<file path="config.mk">
export PLATFORM = sky130hd
export DESIGN_NAME = hazard_unit_mc
export DESIGN_NICKNAME = d
export VERILOG_FILES = /design/src/rtl/hazard_unit_mc.sv
export SDC_FILE = /design/constraint.sdc
export NUM_CORES = 1
export LEC_CHECK = 0
export ABC_AREA = 1
export BUFFER_PORTS_ARGS = -buffer_cell sky130_fd_sc_hd__buf_2
export CAP_MARGIN = 20
export CORE_MARGIN = 5
export CORE_UTILIZATION = 40
export DETAILED_ROUTE_END_ITERATION = 16
export PLACE_DENSITY = 0.68
export SLEW_MARGIN = 10
export SYNTH_ARGS = -nofsm -noshare
export SYNTH_HDL_FRONTEND = slang
export SYNTH_SLANG_ARGS = --single-unit
</file>
<file path="constraint.sdc">
create_clock -name clk -period 2.55 [get_ports clk]
set_input_delay 0.3825 -clock clk [delete_from_list [all_inputs] [get_ports clk]]
set_output_delay 0.3825 -clock clk [all_outputs]
set_load 0.01 [all_outputs]
</file>
<file path="src/rtl/hazard_unit_mc.sv">
// rtl/hazard_unit_mc.sv - pipeline hazard unit with forwarding, load-use and multi-cycle stalls
// Drives F/D/E/M stall/flush enables and keeps saturating stall/flush counters.
module hazard_unit_mc #(
    parameter int REG_AW     = 5,
    parameter int LOAD_STALL = 1,
    parameter int MC_TIMEOUT = 64,
    parameter int CNT_W      = 16
) (
    input  logic              clk,
    input  logic              rst_n,
    input  logic [REG_AW-1:0] Rs1D,
    input  logic [REG_AW-1:0] Rs2D,
    input  logic [REG_AW-1:0] Rs1E,
    input  logic [REG_AW-1:0] Rs2E,
    input  logic [REG_AW-1:0] RdE,
    input  logic [REG_AW-1:0] RdM,
    input  logic [REG_AW-1:0] RdW,
    input  logic              RegWriteM,
    input  logic              RegWriteW,
    input  logic              ResultSrcE0,
    input  logic              PCSrcE,
    input  logic              McOpE,
    input  logic              McDoneE,
    input  logic              ClrCnt,
    output logic [1:0]        ForwardAE,
    output logic [1:0]        ForwardBE,
    output logic              StallF,
    output logic              StallD,
    output logic              StallE,
    output logic              FlushD,
    output logic              FlushE,
    output logic              FlushM,
    output logic              McTimeout,
    output logic [CNT_W-1:0]  StallCnt,
    output logic [CNT_W-1:0]  FlushCnt
);
    localparam int MCW = $clog2(MC_TIMEOUT + 1);
    localparam logic [MCW-1:0] MC_MAX  = MCW'(MC_TIMEOUT);
    localparam logic [MCW-1:0] MC_WARN = MCW'(MC_TIMEOUT - 1);
    localparam logic [3:0]     LD_INIT = 4'(LOAD_STALL - 1);

    typedef enum logic [1:0] {IDLE, LDSTALL, MCBUSY} state_t;

    state_t         state;
    logic [3:0]     ldCnt;
    logic [MCW-1:0] mcCnt;
    logic           lw;
    logic           branchTaken;

    function automatic logic [1:0] fwdSel(input logic [REG_AW-1:0] rs);
        if (rs != '0 && rs == RdM && RegWriteM)
            return 2'b10;
        else if (rs != '0 && rs == RdW && RegWriteW)
            return 2'b01;
        else
            return 2'b00;
    endfunction

    always_comb begin
        ForwardAE = fwdSel(Rs1E);
        ForwardBE = fwdSel(Rs2E);
    end

    assign lw = ResultSrcE0 && (RdE != '0) && (RdE == Rs1D || RdE == Rs2D);

    // Stall/flush enables are gated by rst_n so they fall as soon as reset asserts.
    always_comb begin
        StallF      = 1'b0;
        StallD      = 1'b0;
        StallE      = 1'b0;
        FlushD      = 1'b0;
        FlushE      = 1'b0;
        FlushM      = 1'b0;
        branchTaken = 1'b0;
        if (rst_n) begin
            case (state)
                IDLE: begin
                    if (PCSrcE) begin
                        FlushD      = 1'b1;
                        FlushE      = 1'b1;
                        branchTaken = 1'b1;
                    end else if (lw) begin
                        StallF = 1'b1;
                        StallD = 1'b1;
                        FlushE = 1'b1;
                    end else if (McOpE && !McDoneE) begin
                        StallF = 1'b1;
                        StallD = 1'b1;
                        StallE = 1'b1;
                        FlushM = 1'b1;
                    end
                end
                LDSTALL: begin
                    StallF = 1'b1;
                    StallD = 1'b1;
                    FlushE = 1'b1;
                end
                MCBUSY: begin
                    if (!McDoneE) begin
                        StallF = 1'b1;
                        StallD = 1'b1;
                        StallE = 1'b1;
                        FlushM = 1'b1;
                    end
                end
                default: ;
            endcase
        end
    end

    always_ff @(posedge clk or negedge rst_n) begin
        if (!rst_n) begin
            state     <= IDLE;
            ldCnt     <= '0;
            mcCnt     <= '0;
            McTimeout <= 1'b0;
        end else begin
            case (state)
                IDLE: begin
                    // The IDLE cycle is the first bubble; LDSTALL supplies the rest.
                    if (!PCSrcE && lw) begin
                        if (LOAD_STALL > 1) begin
                            state <= LDSTALL;
                            ldCnt <= LD_INIT;
                        end
                    end else if (!PCSrcE && McOpE && !McDoneE) begin
                        state <= MCBUSY;
                        mcCnt <= MCW'(1);
                    end
                end
                LDSTALL: begin
                    if (ldCnt <= 4'd1)
                        state <= IDLE;
                    else
                        ldCnt <= ldCnt - 4'd1;
                end
                MCBUSY: begin
                    if (McDoneE) begin
                        state <= IDLE;
                        mcCnt <= '0;
                    end else begin
                        if (mcCnt != MC_MAX)
                            mcCnt <= mcCnt + 1'b1;
                        if (mcCnt == MC_WARN)
                            McTimeout <= 1'b1;
                    end
                end
                default: state <= IDLE;
            endcase
        end
    end

    always_ff @(posedge clk or negedge rst_n) begin
        if (!rst_n) begin
            StallCnt <= '0;
            FlushCnt <= '0;
        end else if (ClrCnt) begin
            StallCnt <= '0;
            FlushCnt <= '0;
        end else begin
            if (StallF && StallCnt != '1)
                StallCnt <= StallCnt + 1'b1;
            if (branchTaken && FlushCnt != '1)
                FlushCnt <= FlushCnt + 1'b1;
        end
    end
endmodule

</file>
After elaboration in Yosys (flattened, before gate mapping)
Cells that the tools add are included.
{"block": "totals", "register_bits": 46, "wordCells": 95, "out_inout_bits": 43}
{"block": "op_classes", "mux": 35, "bitwise": 2, "n_lt_le_gt_ge": 1, "addsub": 4, "eq_ne": 17, "n_reduce_logical": 30}
{"operator": "$mux W16", "n": 4}
{"operator": "$add A16 B1 Y16 const B", "n": 2}
{"operator": "$ne A16 B16 Y1 const B", "n": 2}
{"operator": "$eq A5 B5 Y1", "n": 6}
{"operator": "$mux W7", "n": 4}
{"operator": "$logic_and A1 B1 Y1", "n": 16}
{"operator": "$mux W1", "n": 16}
{"operator": "$reduce_bool A5 Y1", "n": 3}
{"operator": "$pmux W7 S2", "n": 1}
{"operator": "$mux W2", "n": 6}
{"operator": "$ne A2 B2 Y1 const B", "n": 4}
{"operator": "$reduce_and A4 Y1", "n": 2}
{"operator": "$add A7 B1 Y7 const B", "n": 1}
{"operator": "$eq A7 B6 Y1 const B", "n": 1}
{"operator": "$ne A7 B7 Y1 const B", "n": 1}
{"operator": "$pmux W2 S3", "n": 1}
{"operator": "$reduce_bool A2 Y1", "n": 3}
{"operator": "$le A4 B1 Y1 const B", "n": 1}
{"operator": "$pmux W1 S2", "n": 2}
{"operator": "$sub A4 B1 Y4 const B", "n": 1}
{"operator": "$ne A3 B3 Y1 const B", "n": 1}
{"operator": "$pmux W1 S3", "n": 1}
{"operator": "$reduce_and A3 Y1", "n": 1}
{"operator": "$eq A2 B1 Y1 const B", "n": 1}
{"operator": "other kinds (6)", "n": 8}

Depth between registers and ports, before layout
{"block": "logic_depth", "depth_word": 10, "ltp_mapped": 13, "mapped_depth_nobuf": 12}

Least setup slack after synthesis
OpenSTA, ideal clock, no wires.
{"block": "synth_timing", "kind": "input to output", "from": "in RdE[1]", "to": "out StallE", "stages": 8, "arrival_time_ns": 1.437, "slack_ns": 0.730, "required_ns": 2.168, "n_path_buf": 1, "cell_sequence": "inv_1 -> nand4_1 -> o21ai_0 -> inv_1 -> nand4_1 -> nand2_1 -> nor3_1 -> buf_4"}
{"block": "synth_between", "elab_chain_cells": 7, "word_cells_on_any_way": 10}
{"element": "start, declared", "line_no": "15", "source": "input logic [REG_AW-1:0] RdE,"}
{"element": "$eq A5 B5 Y1 or $reduce_bool A5 Y1 (tied branches)", "line_no": "64", "source": "assign lw = ResultSrcE0 && (RdE != '0) && (RdE == Rs1D || RdE == Rs2D);"}
{"element": "$logic_or A1 B1 Y1 or $logic_and A1 B1 Y1 (tied branches)", "line_no": "64"}
{"element": "$logic_and A1 B1 Y1 (*)", "line_no": "64"}
{"element": "$mux W1 (*) (2 in series)"}
{"element": "$pmux W1 S2 (*)"}
{"element": "$mux W1 (*)"}
{"element": "end, declared", "line_no": "29", "source": "output logic StallE,"}
Every way passes the cells marked *; elsewhere a longest branch is shown, timed or not.

Worst setup path after layout
{"block": "layout_timing", "from": "reg StallCnt[0]", "to": "reg StallCnt[15]"}
{"block": "layout_between", "elab_chain_cells": 3, "word_cells_on_any_way": 6}
{"element": "start, declared", "line_no": "34", "source": "output logic [CNT_W-1:0] StallCnt,"}
{"element": "start signal, assigned", "line_no": "162", "source": "StallCnt <= StallCnt + 1'b1;"}
{"element": "$add A16 B1 Y16 or $ne A16 B16 Y1 (tied branches)", "line_no": "162, 161"}
{"element": "$mux W16 or $logic_and A1 B1 Y1 (tied branches)", "line_no": "161", "source": "if (StallF && StallCnt != '1)"}
{"element": "$mux W16 or $reduce_bool A2 Y1 (tied branches)"}
Several ways; a longest one is shown, not always the timed one. The select of a mux whose other input is x is not followed.
A chain may end at the register's enable or synchronous reset.

==> results.sh <==
export IMPL_run_status="finished clean"
export IMPL_grt_start_max_net_pins=42
export IMPL_dr_total_vias=3134
export IMPL_max_slew_margin_rel_pct=64.0
export IMPL_pin_count=87
export IMPL_final_cell_mix="nand2_1 (107), buf_2 (86), nor2_1 (63), inv_1 (50), dfrtp_1 (41)"
export IMPL_pre_cts_ws_ns=0.547
export IMPL_ys_ff_latch=41
export IMPL_dp_cells=621
export IMPL_start_util_pct=41.4
export IMPL_cts_setup_buffers=0
export IMPL_worstPathArrival_ns=2.16
export IMPL_clkTransAtPathRegs_ns=0.09
export IMPL_p_int_uw=1130
export IMPL_ant_nets=0
export IMPL_cts_buffer_depth=2
export IMPL_timing_fmax_ghz=0.504
export IMPL_ir_drop_uv=262
export IMPL_fin_tns_setup_ns=0
export IMPL_grt_pass1_vias=2982
export IMPL_core_area_um2=7330
export IMPL_cts_tree="yes"
export IMPL_yosysWarnings=0
export IMPL_drt_total_wl_um=7840
export IMPL_hp_class="primary input to async pin"
export IMPL_drc=0
export IMPL_synth_edff_count=0
export IMPL_antenna_cells=0
export IMPL_startpoint_type="flop"
export IMPL_grt_pass1_wl_um=13300
export IMPL_p_leak_uw=0.00185
export IMPL_required_ns=2.73
export IMPL_pwr_share_seq_pct=43.0
export IMPL_synth_async_reset_ratio_pct=100
export IMPL_drt_pass1_iter_count=4
export IMPL_clock_skew_ns=0.0152
export IMPL_maxCapViolations=0
export IMPL_gp_congestion=0.889
export IMPL_grt_setup_unrepaired="false"
export IMPL_synth_nets=492
export IMPL_worst_slew_pin_slew_ns=0.539
export IMPL_antenna_found_initial=0
export IMPL_holdWs_ns=0.211
export IMPL_hpwlAfterDp_um=6030
export IMPL_ys_flop_type="dfrtp_1"
export IMPL_combPwrFrac_pct=25.7
export IMPL_grtUsageTotal_pct=16.3
export IMPL_hold_viol_final=0
export IMPL_min_period_ns=1.99
export IMPL_io_buffers=86
export IMPL_synth_cell_area_um2=3040
export IMPL_synthCells=444
export IMPL_vias_per_cell=4.98
export IMPL_grt_ovfl_total=0
export IMPL_rows=31
export IMPL_cts_buffers=5
export IMPL_die_w_um=97.1
export IMPL_synth_cell_types=37
export IMPL_critical_path_class="flop to flop"
export IMPL_timing_final_crit_share_pct=77.9
export IMPL_ys_seq_area_share_pct=33.8
export IMPL_dieHeight_um=97.1
export IMPL_p_sw_share_pct=34.1
export IMPL_cts_hold_buf=0
export IMPL_worstPathMaxFanout=17
export IMPL_clk_latency_ns=0.30
export IMPL_p_clk_share_pct=31.3
export IMPL_finalNonFillerCells=629
export IMPL_avgSynthCellArea_um2=6.84
export IMPL_clock_sinks=41
export IMPL_final_common_cell="nand2_1"
export IMPL_maxSlewViolCount=0
export IMPL_setup_slack_ns=0.564
export IMPL_worst_setup_path_end_kind="flop"
export IMPL_wire_per_inst_um=12.5
export IMPL_cts_resized=0
export IMPL_root_buffer="clkbuf_8"
export IMPL_nNetsFinal=577
export IMPL_dieArea_um2=9430
export IMPL_power_density_nw_per_um2=470
export IMPL_setup_violations=0
export IMPL_ctsHtreeMaxLevel=2
export IMPL_areaGrowthSynthToFinish_pct=20.5
export IMPL_drive_gt1_share_pct=21.1
export IMPL_p_sw_uw=587
export IMPL_drtIter0Drc=150
layout make-up:
type	count	area, um2
Clock inverter	3	46.3
Inverter	56	210
Clock buffer	5	68.8
Fill cell	771	3670
Timing Repair Buffer	89	453
Tap cell	99	124
Sequential cell	41	1030
Multi-Input combinational cell	336	1730
Yosys cell counts, types with 2 or more instances:
| library cell | n | area [um2] |
|---|---|---|
| a31oi_1 | 3 | 18.8 |
| nand4_1 | 10 | 62.6 |
| xor2_1 | 26 | 228 |
| nor4_1 | 5 | 31.3 |
| nand2_1 | 107 | 402 |
| nor3_1 | 13 | 65.1 |
| buf_2 | 5 | 25.0 |
| xnor2_1 | 9 | 78.8 |
| ha_1 | 4 | 50.1 |
| nand3b_1 | 2 | 15.0 |
| buf_4 | 2 | 15.0 |
| inv_2 | 5 | 18.8 |
| inv_1 | 50 | 188 |
| clkbuf_1 | 2 | 7.51 |
| nor2_1 | 63 | 236 |
| nand3_1 | 40 | 200 |
| nor3b_1 | 3 | 22.5 |
| dfrtp_1 | 41 | 1030 |
| o21ai_0 | 20 | 100 |
| nand2_2 | 3 | 18.8 |
| a21oi_1 | 12 | 60.1 |
| o22ai_1 | 2 | 12.5 |
| o31ai_1 | 3 | 22.5 |
power by group through the flow:
stage / sequential [uW] / combinational [uW] / clock, uW
finish: 740 / 442 / 538
global route: 748 / 509 / 584
CTS: 740 / 448 / 553
detailed placement: 752 / 446 / 0
global placement: 750 / 437 / 0
floorplan: 747 / 297 / 0
metrics by stage:
step	area (um2)	total power, uW	util (%)
after floorplan	3040	1040	-
after global placement	3540	1190	48.3
after detailed placement	3540	1200	48.3
after CTS	3660	1740	49.9
after global routing	3660	1840	49.9
final	3660	1720	49.9
cells by family after synthesis:
kind of cell | share of synthesized area (%)
buffers and inverters | 9.23
adders and majority gates | 1.65
and+or+nand+nor | 37.1
xor gates and xnor gates | 10.1
AOI/OAI and AO/OA | 8.12
DFF | 33.8
flip-flops by register name, summed over array words and instances (netlist names):
| name | flops |
|---|---|
| StallCnt | 16 |
| mcCnt | 7 |
| McTimeout | 1 |
| FlushCnt | 16 |
| state | 1 |
worst paths after layout:
path	start	endpoint	slack (ns)	depth (start not counted)
max	StallCnt[0]	StallCnt[15]	0.56	8
min	rst_n	FlushCnt[5]	0.21	2
max reg2reg	StallCnt[0]	StallCnt[15]	0.56	8
min reg2reg	McTimeout	McTimeout	0.48	1
max in group asynchronous	rst_n	StallCnt[1]	1.96	2
min in group clk	McDoneE	mcCnt[5]	0.36	2
layer usage:
metal	GRT usage, %	part of all wire (%)	vias up
met5	0	0	-
met4	3.78	0.78	0
met3	4.16	5.7	8
met2	27.4	46	75
met1	20.9	48	1452
li1	-	-	1599
critical path: stages, from the launching register on:
cell and delay (ns):
dfrtp_1 0.49, ha_1 0.24, nand2_1 0.10, nor2_1 0.25, nand4_1 0.21, nand3_4 0.27, nand2_4 0.18, nand2_1 0.10
nand2_1 0.04
Power figures use the tool's default switching activity.
